<file path="config.mk">
export PLATFORM = sky130hd
export DESIGN_NAME = alu_seq
export DESIGN_NICKNAME = d
export VERILOG_FILES = /design/src/rtl/alu_seq_pkg.sv /design/src/rtl/alu_seq_shift.sv /design/src/rtl/alu_seq.sv
export SDC_FILE = /design/constraint.sdc
export NUM_CORES = 1
export LEC_CHECK = 0
export CAP_MARGIN = 10
export CORE_UTILIZATION = 50
export CTS_CLUSTER_DIAMETER = 200
export DETAILED_ROUTE_END_ITERATION = 6
export PLACE_DENSITY = 0.75
export SYNTH_ARGS = -nofsm -noshare
export SYNTH_HDL_FRONTEND = slang
export SYNTH_HIERARCHICAL = 1
export SYNTH_SLANG_ARGS = --single-unit
</file>
<file path="constraint.sdc">
create_clock -name clk -period 3.1 [get_ports clk]
set_input_delay 0.465 -clock clk [delete_from_list [all_inputs] [get_ports clk]]
set_output_delay 0.465 -clock clk [all_outputs]
set_load 0.01 [all_outputs]
</file>
<file path="src/rtl/alu_seq_pkg.sv">
// Shared definitions for the ALU sequencer: opcodes, FSM states, status bit layout.
// The TRAP state only exists when ALU_SEQ_TRAP_EN is defined.
package alu_seq_pkg;

  localparam int WIDTH = 20;
  localparam int AMT_W = 5;

  localparam logic [3:0] OP_NOP   = 4'd0;
  localparam logic [3:0] OP_NOT   = 4'd1;
  localparam logic [3:0] OP_AND   = 4'd2;
  localparam logic [3:0] OP_OR    = 4'd3;
  localparam logic [3:0] OP_XOR   = 4'd4;
  localparam logic [3:0] OP_SHR   = 4'd5;
  localparam logic [3:0] OP_SHL   = 4'd6;
  localparam logic [3:0] OP_ROR   = 4'd7;
  localparam logic [3:0] OP_ROL   = 4'd8;
  localparam logic [3:0] OP_LDSR  = 4'd9;
  localparam logic [3:0] OP_XORSR = 4'd10;
  localparam logic [3:0] OP_JMP   = 4'd11;
  localparam logic [3:0] OP_JZ    = 4'd12;
  localparam logic [3:0] OP_JS    = 4'd13;
  localparam logic [3:0] OP_JZS   = 4'd14;
  localparam logic [3:0] OP_TRAP  = 4'd15;

  localparam int ST_Z = 0;
  localparam int ST_C = 1;
  localparam int ST_S = 2;

  typedef enum logic [2:0] {
    S_IDLE  = 3'd0,
    S_EXEC  = 3'd1,
    S_SHIFT = 3'd2,
`ifdef ALU_SEQ_TRAP_EN
    S_TRAP  = 3'd4,
`endif
    S_DONE  = 3'd3
  } state_t;

  function automatic logic [2:0] make_status(input logic [WIDTH-1:0] res, input logic carry);
    logic [2:0] st;
    st       = '0;
    st[ST_Z] = (res == '0);
    st[ST_C] = carry;
    st[ST_S] = res[WIDTH-1];
    return st;
  endfunction

endpackage

</file>
<file path="src/rtl/alu_seq_shift.sv">
// One-bit shift/rotate step used by the sequencer's SHIFT datapath.
// Purely combinational: returns the next word and the bit that left the word.
module alu_seq_shift
  import alu_seq_pkg::*;
(
  input  logic [WIDTH-1:0] word_i,
  input  logic             left_i,
  input  logic             rotate_i,
  output logic [WIDTH-1:0] word_o,
  output logic             bit_o
);

  always_comb begin
    if (left_i) begin
      bit_o  = word_i[WIDTH-1];
      word_o = {word_i[WIDTH-2:0], rotate_i & word_i[WIDTH-1]};
    end else begin
      bit_o  = word_i[0];
      word_o = {rotate_i & word_i[0], word_i[WIDTH-1:1]};
    end
  end

endmodule

</file>
<file path="src/rtl/alu_seq.sv">
// Multi-cycle ALU sequencer and Z/C/S status-register owner.
// Define ALU_SEQ_TRAP_EN to make opcode 15 lock the unit in TRAP until reset.
module alu_seq
  import alu_seq_pkg::*;
(
  input  logic             clk,
  input  logic             rst_n,
  input  logic             req_valid,
  output logic             req_ready,
  input  logic [3:0]       req_op,
  input  logic [WIDTH-1:0] req_a,
  input  logic [WIDTH-1:0] req_b,
  input  logic [AMT_W-1:0] req_amt,
  output logic             rsp_valid,
  input  logic             rsp_ready,
  output logic [WIDTH-1:0] rsp_c,
  output logic [2:0]       status,
  output logic             busy,
  output logic             trap
);

  state_t           state_q, state_d;
  logic [3:0]       op_q, op_d;
  logic [WIDTH-1:0] a_q, a_d, b_q, b_d;
  logic [WIDTH-1:0] work_q, work_d, rsp_c_q, rsp_c_d;
  logic [AMT_W-1:0] amt_q, amt_d, cnt_q, cnt_d;
  logic [2:0]       status_q, status_d;
  logic             is_shift;
  logic [WIDTH-1:0] step_word;
  logic             step_bit;

  assign is_shift = (op_q >= OP_SHR) && (op_q <= OP_ROL);

  alu_seq_shift u_shift (
    .word_i   (work_q),
    .left_i   ((op_q == OP_SHL) || (op_q == OP_ROL)),
    .rotate_i ((op_q == OP_ROR) || (op_q == OP_ROL)),
    .word_o   (step_word),
    .bit_o    (step_bit)
  );

  always_ff @(posedge clk or negedge rst_n) begin
    if (!rst_n) state_q <= S_IDLE;
    else        state_q <= state_d;
  end

  always_comb begin
    state_d = state_q;
    case (state_q)
      S_IDLE:  if (req_valid) state_d = S_EXEC;
      S_EXEC: begin
        if (is_shift && amt_q != '0) state_d = S_SHIFT;
        else                         state_d = S_DONE;
`ifdef ALU_SEQ_TRAP_EN
        if (op_q == OP_TRAP) state_d = S_TRAP;
`endif
      end
      S_SHIFT: if (cnt_q == 5'd1) state_d = S_DONE;
      S_DONE:  if (rsp_ready) state_d = S_IDLE;
`ifdef ALU_SEQ_TRAP_EN
      S_TRAP:  state_d = S_TRAP;
`endif
      default: state_d = S_IDLE;
    endcase
  end

  always_comb begin
    req_ready = (state_q == S_IDLE);
    rsp_valid = (state_q == S_DONE);
    busy      = (state_q != S_IDLE);
  end

  // Result and status only change on the way into DONE; jumps test the pre-op status.
  always_comb begin
    op_d     = op_q;
    a_d      = a_q;
    b_d      = b_q;
    amt_d    = amt_q;
    work_d   = work_q;
    cnt_d    = cnt_q;
    rsp_c_d  = rsp_c_q;
    status_d = status_q;
    case (state_q)
      S_IDLE: if (req_valid) begin
        op_d  = req_op;
        a_d   = req_a;
        b_d   = req_b;
        amt_d = req_amt;
      end
      S_EXEC: begin
        case (op_q)
          OP_NOT: begin rsp_c_d = ~a_q;       status_d = make_status(~a_q, 1'b0);       end
          OP_AND: begin rsp_c_d = a_q & b_q;  status_d = make_status(a_q & b_q, 1'b0);  end
          OP_OR:  begin rsp_c_d = a_q | b_q;  status_d = make_status(a_q | b_q, 1'b0);  end
          OP_XOR: begin rsp_c_d = a_q ^ b_q;  status_d = make_status(a_q ^ b_q, 1'b0);  end
          OP_SHR, OP_SHL, OP_ROR, OP_ROL: begin
            if (amt_q == '0) begin
              rsp_c_d  = a_q;
              status_d = make_status(a_q, status_q[ST_C]);
            end else begin
              work_d = a_q;
              cnt_d  = amt_q;
            end
          end
          OP_LDSR:  begin rsp_c_d = a_q; status_d = a_q[2:0];            end
          OP_XORSR: begin rsp_c_d = a_q; status_d = status_q ^ a_q[2:0]; end
          OP_JMP:   rsp_c_d = b_q;
          OP_JZ:    rsp_c_d = status_q[ST_Z] ? b_q : a_q;
          OP_JS:    rsp_c_d = status_q[ST_S] ? b_q : a_q;
          OP_JZS:   rsp_c_d = (status_q[ST_Z] | status_q[ST_S]) ? b_q : a_q;
          default:  rsp_c_d = a_q;
        endcase
      end
      S_SHIFT: begin
        work_d = step_word;
        cnt_d  = cnt_q - 5'd1;
        if (cnt_q == 5'd1) begin
          rsp_c_d  = step_word;
          status_d = make_status(step_word, step_bit);
        end
      end
      default: ;
    endcase
  end

  always_ff @(posedge clk or negedge rst_n) begin
    if (!rst_n) begin
      op_q     <= '0;
      a_q      <= '0;
      b_q      <= '0;
      amt_q    <= '0;
      work_q   <= '0;
      cnt_q    <= '0;
      rsp_c_q  <= '0;
      status_q <= '0;
    end else begin
      op_q     <= op_d;
      a_q      <= a_d;
      b_q      <= b_d;
      amt_q    <= amt_d;
      work_q   <= work_d;
      cnt_q    <= cnt_d;
      rsp_c_q  <= rsp_c_d;
      status_q <= status_d;
    end
  end

  assign rsp_c  = rsp_c_q;
  assign status = status_q;

`ifdef ALU_SEQ_TRAP_EN
  logic trap_q, trap_d;

  always_comb begin
    trap_d = trap_q;
    if (state_q == S_EXEC && op_q == OP_TRAP) trap_d = 1'b1;
  end

  always_ff @(posedge clk or negedge rst_n) begin
    if (!rst_n) trap_q <= 1'b0;
    else        trap_q <= trap_d;
  end

  assign trap = trap_q;
`else
  assign trap = 1'b0;
`endif

endmodule

</file>
==> Yosys cells after proc, flatten, opt, wreduce, memory -nomap -nowiden <==
Cells that the tools add are included.
{ "word_totals": {"regBits": 100, "input_bits": 53} }
{ "op_classes": {"muxes": 24, "reduce_logical": 22, "n_addsub": 1, "n_lt_le_gt_ge": 2, "n_bitwise": 8, "n_eq_ne": 27} }
{ "op_table": {"columns": ["operator", "n"], "rows": [
  ["case mux 20 bit (9 select lines)", 1],
  ["two-way mux 20 bit", 8],
  ["logical NOT 20 bit", 6],
  ["case mux 20 bit (2 select lines)", 2],
  ["equality test 4 bit, second input constant", 7],
  ["case mux 3 bit (7 select lines)", 1],
  ["AND 20 bit", 1],
  ["inverter 20 bit", 1],
  ["OR 20 bit", 1],
  ["bitwise XOR 20 bit", 1],
  ["equality test 4 x 3 -> 1 bit, second input constant", 4],
  ["two-way mux 3 bit", 5],
  ["case mux 3 bit (4 select lines)", 1],
  ["two-way mux 5 bit", 2],
  ["case mux 5 bit (2 select lines)", 1],
  ["AND reduction 3 bit", 3],
  ["equality test 4 x 2 -> 1 bit, second input constant", 2],
  ["!= test 2 bit, second input constant", 4],
  ["!= test 8 x 1 -> 1 bit, second input constant", 1],
  ["AND reduction 4 bit", 2],
  ["!= test 7 x 1 -> 1 bit, second input constant", 1],
  ["equality test 3 x 2 -> 1 bit, second input constant", 2],
  ["case mux 3 bit (2 select lines)", 1],
  ["equality test 5 x 1 -> 1 bit, second input constant", 1],
  ["other kinds (20)", 25]
]} }

==> Longest topological paths before layout <==
{ "logic_depth": {"depth_word": 7, "ltp_mapped": 11, "depth_no_buf": 8} }

==> Hierarchy <==
The synthesis kept the hierarchy.
{ "modules_own_cells": {"columns": ["module", "cells_each", "instances", "area_per_inst_um2"], "rows": [
  ["alu_seq", 675, 1, 6517.5],
  ["alu_seq_shift", 27, 1, 262.8]
]} }

==> Worst setup path after synthesis <==
No wires, ideal clock.
{ "synth_path": {"kind": "register -> register", "from": "register op_q[2]", "to": "register status_q[0] (netlist: status[0])", "path_stages_with_launch": 11, "setup_slack_ns": -0.044, "setup_time_ns": 0.082, "path_buffers": 3, "arrival_time_ns": 3.062, "period_less_slack_ns": 3.144, "cell_sequence": "dfrtp_1 buf_4 clkbuf_1 or3b_2 a21oi_1 buf_6 mux2_2 or4_1 nor4_1 nand4_1 a31oi_1"} }
{ "synth_between": {"word_cells_on_any_way": 23, "cone_classes": "eq/ne: 12; mux: 4; bitwise: 2; reduce/logical: 5"} }
{ "synth_rtl": {"columns": ["element", "line_no", "source"], "rows": [
  ["start, declared", "alu_seq.sv:23", "logic [3:0] op_q, op_d;"],
  ["start signal, assigned", "alu_seq.sv:137", "op_q <= op_d;"],
  ["equality test 4 x 3 -> 1 bit / equality test 4 bit (equally long branches)", "alu_seq.sv:36", ".left_i ((op_q == OP_SHL) || (op_q == OP_ROL)),"],
  ["logical OR 1 bit (*)", "alu_seq.sv:36", null],
  ["two-way mux 20 bit (*)", "alu_seq_shift.sv:14", "if (left_i) begin"],
  ["via step_word[6]", "alu_seq.sv:29", "logic [WIDTH-1:0] step_word;"],
  ["logical NOT 20 bit (*)", "alu_seq_pkg.sv:42", "st[ST_Z] = (res == '0);"],
  ["two-way mux 3 bit (*)", "alu_seq.sv:117", "if (cnt_q == 5'd1) begin"],
  ["case mux 3 bit (2 select lines) (*)", "alu_seq.sv:83", "case (state_q)"],
  ["end signal, assigned", "alu_seq.sv:144", "status_q <= status_d;"],
  ["end, declared", "alu_seq.sv:27", "logic [2:0] status_q, status_d;"]
]} }
The timed path passes the listed nets; every way through them passes the cells marked *. The select of a mux whose other input is x is not followed.
A chain may end at the register's enable or synchronous reset.

==> Final worst setup path <==
Same ends and word-level chain as after synthesis.

==> flow_summary.yaml <==
run_status:
  status: "completed"
setup_path:
  end_kind: "flip-flop"
  r2r-start: "op_q[2]"
  crit_type: "flip-flop to flip-flop"
  path_max_fanout: 10
  crit_required_ns: 3.37
  critPathLaunch: "op_q[2]"
  r2r_end: "status[0]"
  regToRegSetupSlack_ns: 0.16
  crit_end: "status[0]"
  worstPathArrival_ns: 3.21
  reg2reg_depth: 8
  start_kind: "flip-flop"
detailed_routing:
  drt_iter0_drc: 680
  wl_per_cell_um: 20.4
  ant_nets: 0
  drc: 0
  dr.pass1.iters: 5
  vias_per_cell: 6.26
  wirelength_mm: 19.3
  via_count: 5913
logic_synthesis:
  synthCells: 702
  synth_top_cell_area_share_pct: 36.5
  syn_nets: 801
  yosysMostFrequentCell: "dfrtp_1"
  ys_warn_count: 6
  synth_commonest_cells: "99 x dfrtp_1, 87 x mux2_2, 54 x a21oi_1, 54 x inv_1, 46 x ha_1"
  synth_seq_cells: 99
  synthDistinctLibCells: 64
  synth.area.top_cells: "dfrtp_1 37%, mux2_2 14%, ha_1 8.5%, a21oi_1 4.0%, inv_1 3.0%"
  synth_edf_count: 0
  ys_async_sr_fraction_pct: 100
  synth_seq_area_share_pct: 36.5
  syn_area_per_cell_um2: 9.66
  synth_top_cell_by_area: "dfrtp_1"
  synth.cell_area_um2: 6780
  synthFlopType: "dfrtp_1"
placed_design:
  dp.cells: 928
  place_ws_ns: 0.158
  dp_hpwl_mm: 14.1
  placement.io_buffers: 78
  gp_congestion: 0.996
grt:
  antenna_found_initial: 0
  grt_overflow: 0
  grt_usage_pct: 29.1
  grt_max_degree: 54
  grt_pass1_wl_mm: 31.8
  grt_pass1_vias: 5830
cells_and_area:
  area_growth_pct: 18.4
  drive_gt1_share_pct: 18.9
  finalNonFillerCells: 944
  diodes: 0
  final_util_pct: 60.6
  nets: 862
timing:
  setup_violations: 0
  worst_hold_slack_ns: 0.113
  tightest_slew_ns: 0.877
  finalCritPeriodShare_pct: 94.9
  rsz0062_at_grt: "false"
  fin_skew_ns: 0.00964
  max_freq_mhz: 340
  finalWorstSetupSlack_ns: 0.158
  period_needed_ns: 2.94
  hold_viol_final: 0
  report.final.slew_viol_count: 0
  tns_ns: 0
  max-slew-margin-rel_pct: 41.4
worst_hold_path:
  hp-class: "input port to async pin"
floorplanning:
  start_util_pct: 51.2
  die-height_um: 118
  die_area_um2: 14000
  coreArea_um2: 13200
  die_w_um: 118
  io_pins: 80
  row_count: 42
clock_network:
  path_clk_slew_ns: 0.07
  cts_tree: "yes"
  cts_resized: 0
  cts_setup_buffers: 0
  cts-root-buf: "clkbuf_16"
  clock_tree.buffer_depth: 2
  htreeDepth: 3
  cts.sinks: 99
  cts_made_buffers: 9
  clock_latency_ns: 0.36
  ctsHoldBuffers: 0
power:
  power_leakage_uw: 0.00331
  ir_drop_v: 0.000538
  power_density_nw_per_um2: 1300
job:
  cap_viol_max_count: 0
[placed cells by master, fill, tap and decap left out, types with 9 or more instances in the layout]
| cell | n |
|---|---|
| clkdlybuf4s50_1 | 77 |
| a21oi_1 | 53 |
| mux2_2 | 87 |
| nor2_1 | 26 |
| nand2_1 | 34 |
| buf_4 | 21 |
| a31oi_1 | 21 |
| clkbuf_16 | 9 |
| a2bb2oi_1 | 17 |
| o21ai_0 | 38 |
| o2bb2ai_1 | 15 |
| nor4_1 | 18 |
| a22oi_1 | 18 |
| nand4_1 | 13 |
| dfrtp_1 | 99 |
| nand3_1 | 28 |
| inv_1 | 54 |
| ha_1 | 46 |
[per-stage QoR]
stage / power (µW) / area, µm²
finish: 10400 / 8030
global placement: 8850 / 7700
CTS: 10300 / 8030
detailed placement: 9080 / 7700
global route: 11200 / 8030
floorplan: 7130 / 6780
[how the worst min path moves through the flow]
stage                      to  depth (start not counted)
global placement     rsp_c[9]                          1
detailed placement   rsp_c[9]                          1
global route        rsp_c[12]                          1
finish              rsp_c[18]                          1
floorplan              a_q[0]                          0
CTS                 rsp_c[18]                          1
[where the power goes]
| part | switching (µW) | internal [µW] |
|---|---|---|
| combinational | 3550 | 2810 |
| sequential | 845 | 2000 |
| clock | 512 | 729 |
| total | 4910 | 5540 |
[cells by family (layout without fill, tap and decap cells)]
| family | count (synthesis) | after routing | synth area share (%) |
|---|---|---|---|
| AO/OA/AOI/OAI | 203 | 203 | 20.6 |
| XOR/XNOR | 4 | 4 | 0.628 |
| adder cells (fa/ha/maj) | 46 | 46 | 8.49 |
| buffers and inverters | 104 | 170 | 7.09 |
| flip-flops | 99 | 99 | 36.5 |
| multiplexers | 90 | 90 | 14.9 |
| other | 1 | 1 | 0.0553 |
| AND/OR/NAND/NOR | 155 | 155 | 11.8 |
[critical path, cell delays in order (launching register included)]
cell	delay [ns]
dfrtp_1	0.38
or3b_2	0.48
a21oi_2	0.47
buf_4	0.21
mux2_2	0.33
or4_1	0.39
nor4_1	0.25
nand4_1	0.14
a31oi_1	0.20
[final cells by class]
cell class / count / area, µm²
Timing Repair Buffer: 100 / 968
Tap cell: 176 / 220
Clock inverter: 6 / 88.8
Sequential cell: 99 / 2480
Inverter: 54 / 203
Fill cell: 1135 / 5220
Clock buffer: 10 / 239
Multi-Input combinational cell: 499 / 3830
[sequential cells by signal, indices dropped and copies added (netlist names)]
register	cells
status	3
a_q	20
amt_q	5
rsp_c	20
b_q	20
work_q	20
cnt_q	5
state_q	2
op_q	4
[per-layer routing]
metal  global-route usage, %  wire [µm]
met5                       0          0
met4                    10.0        463
met3                    6.42       1480
met2                    44.2       8780
met1                    41.0       8570
No activity file was read; power rests on OpenSTA's default activity.
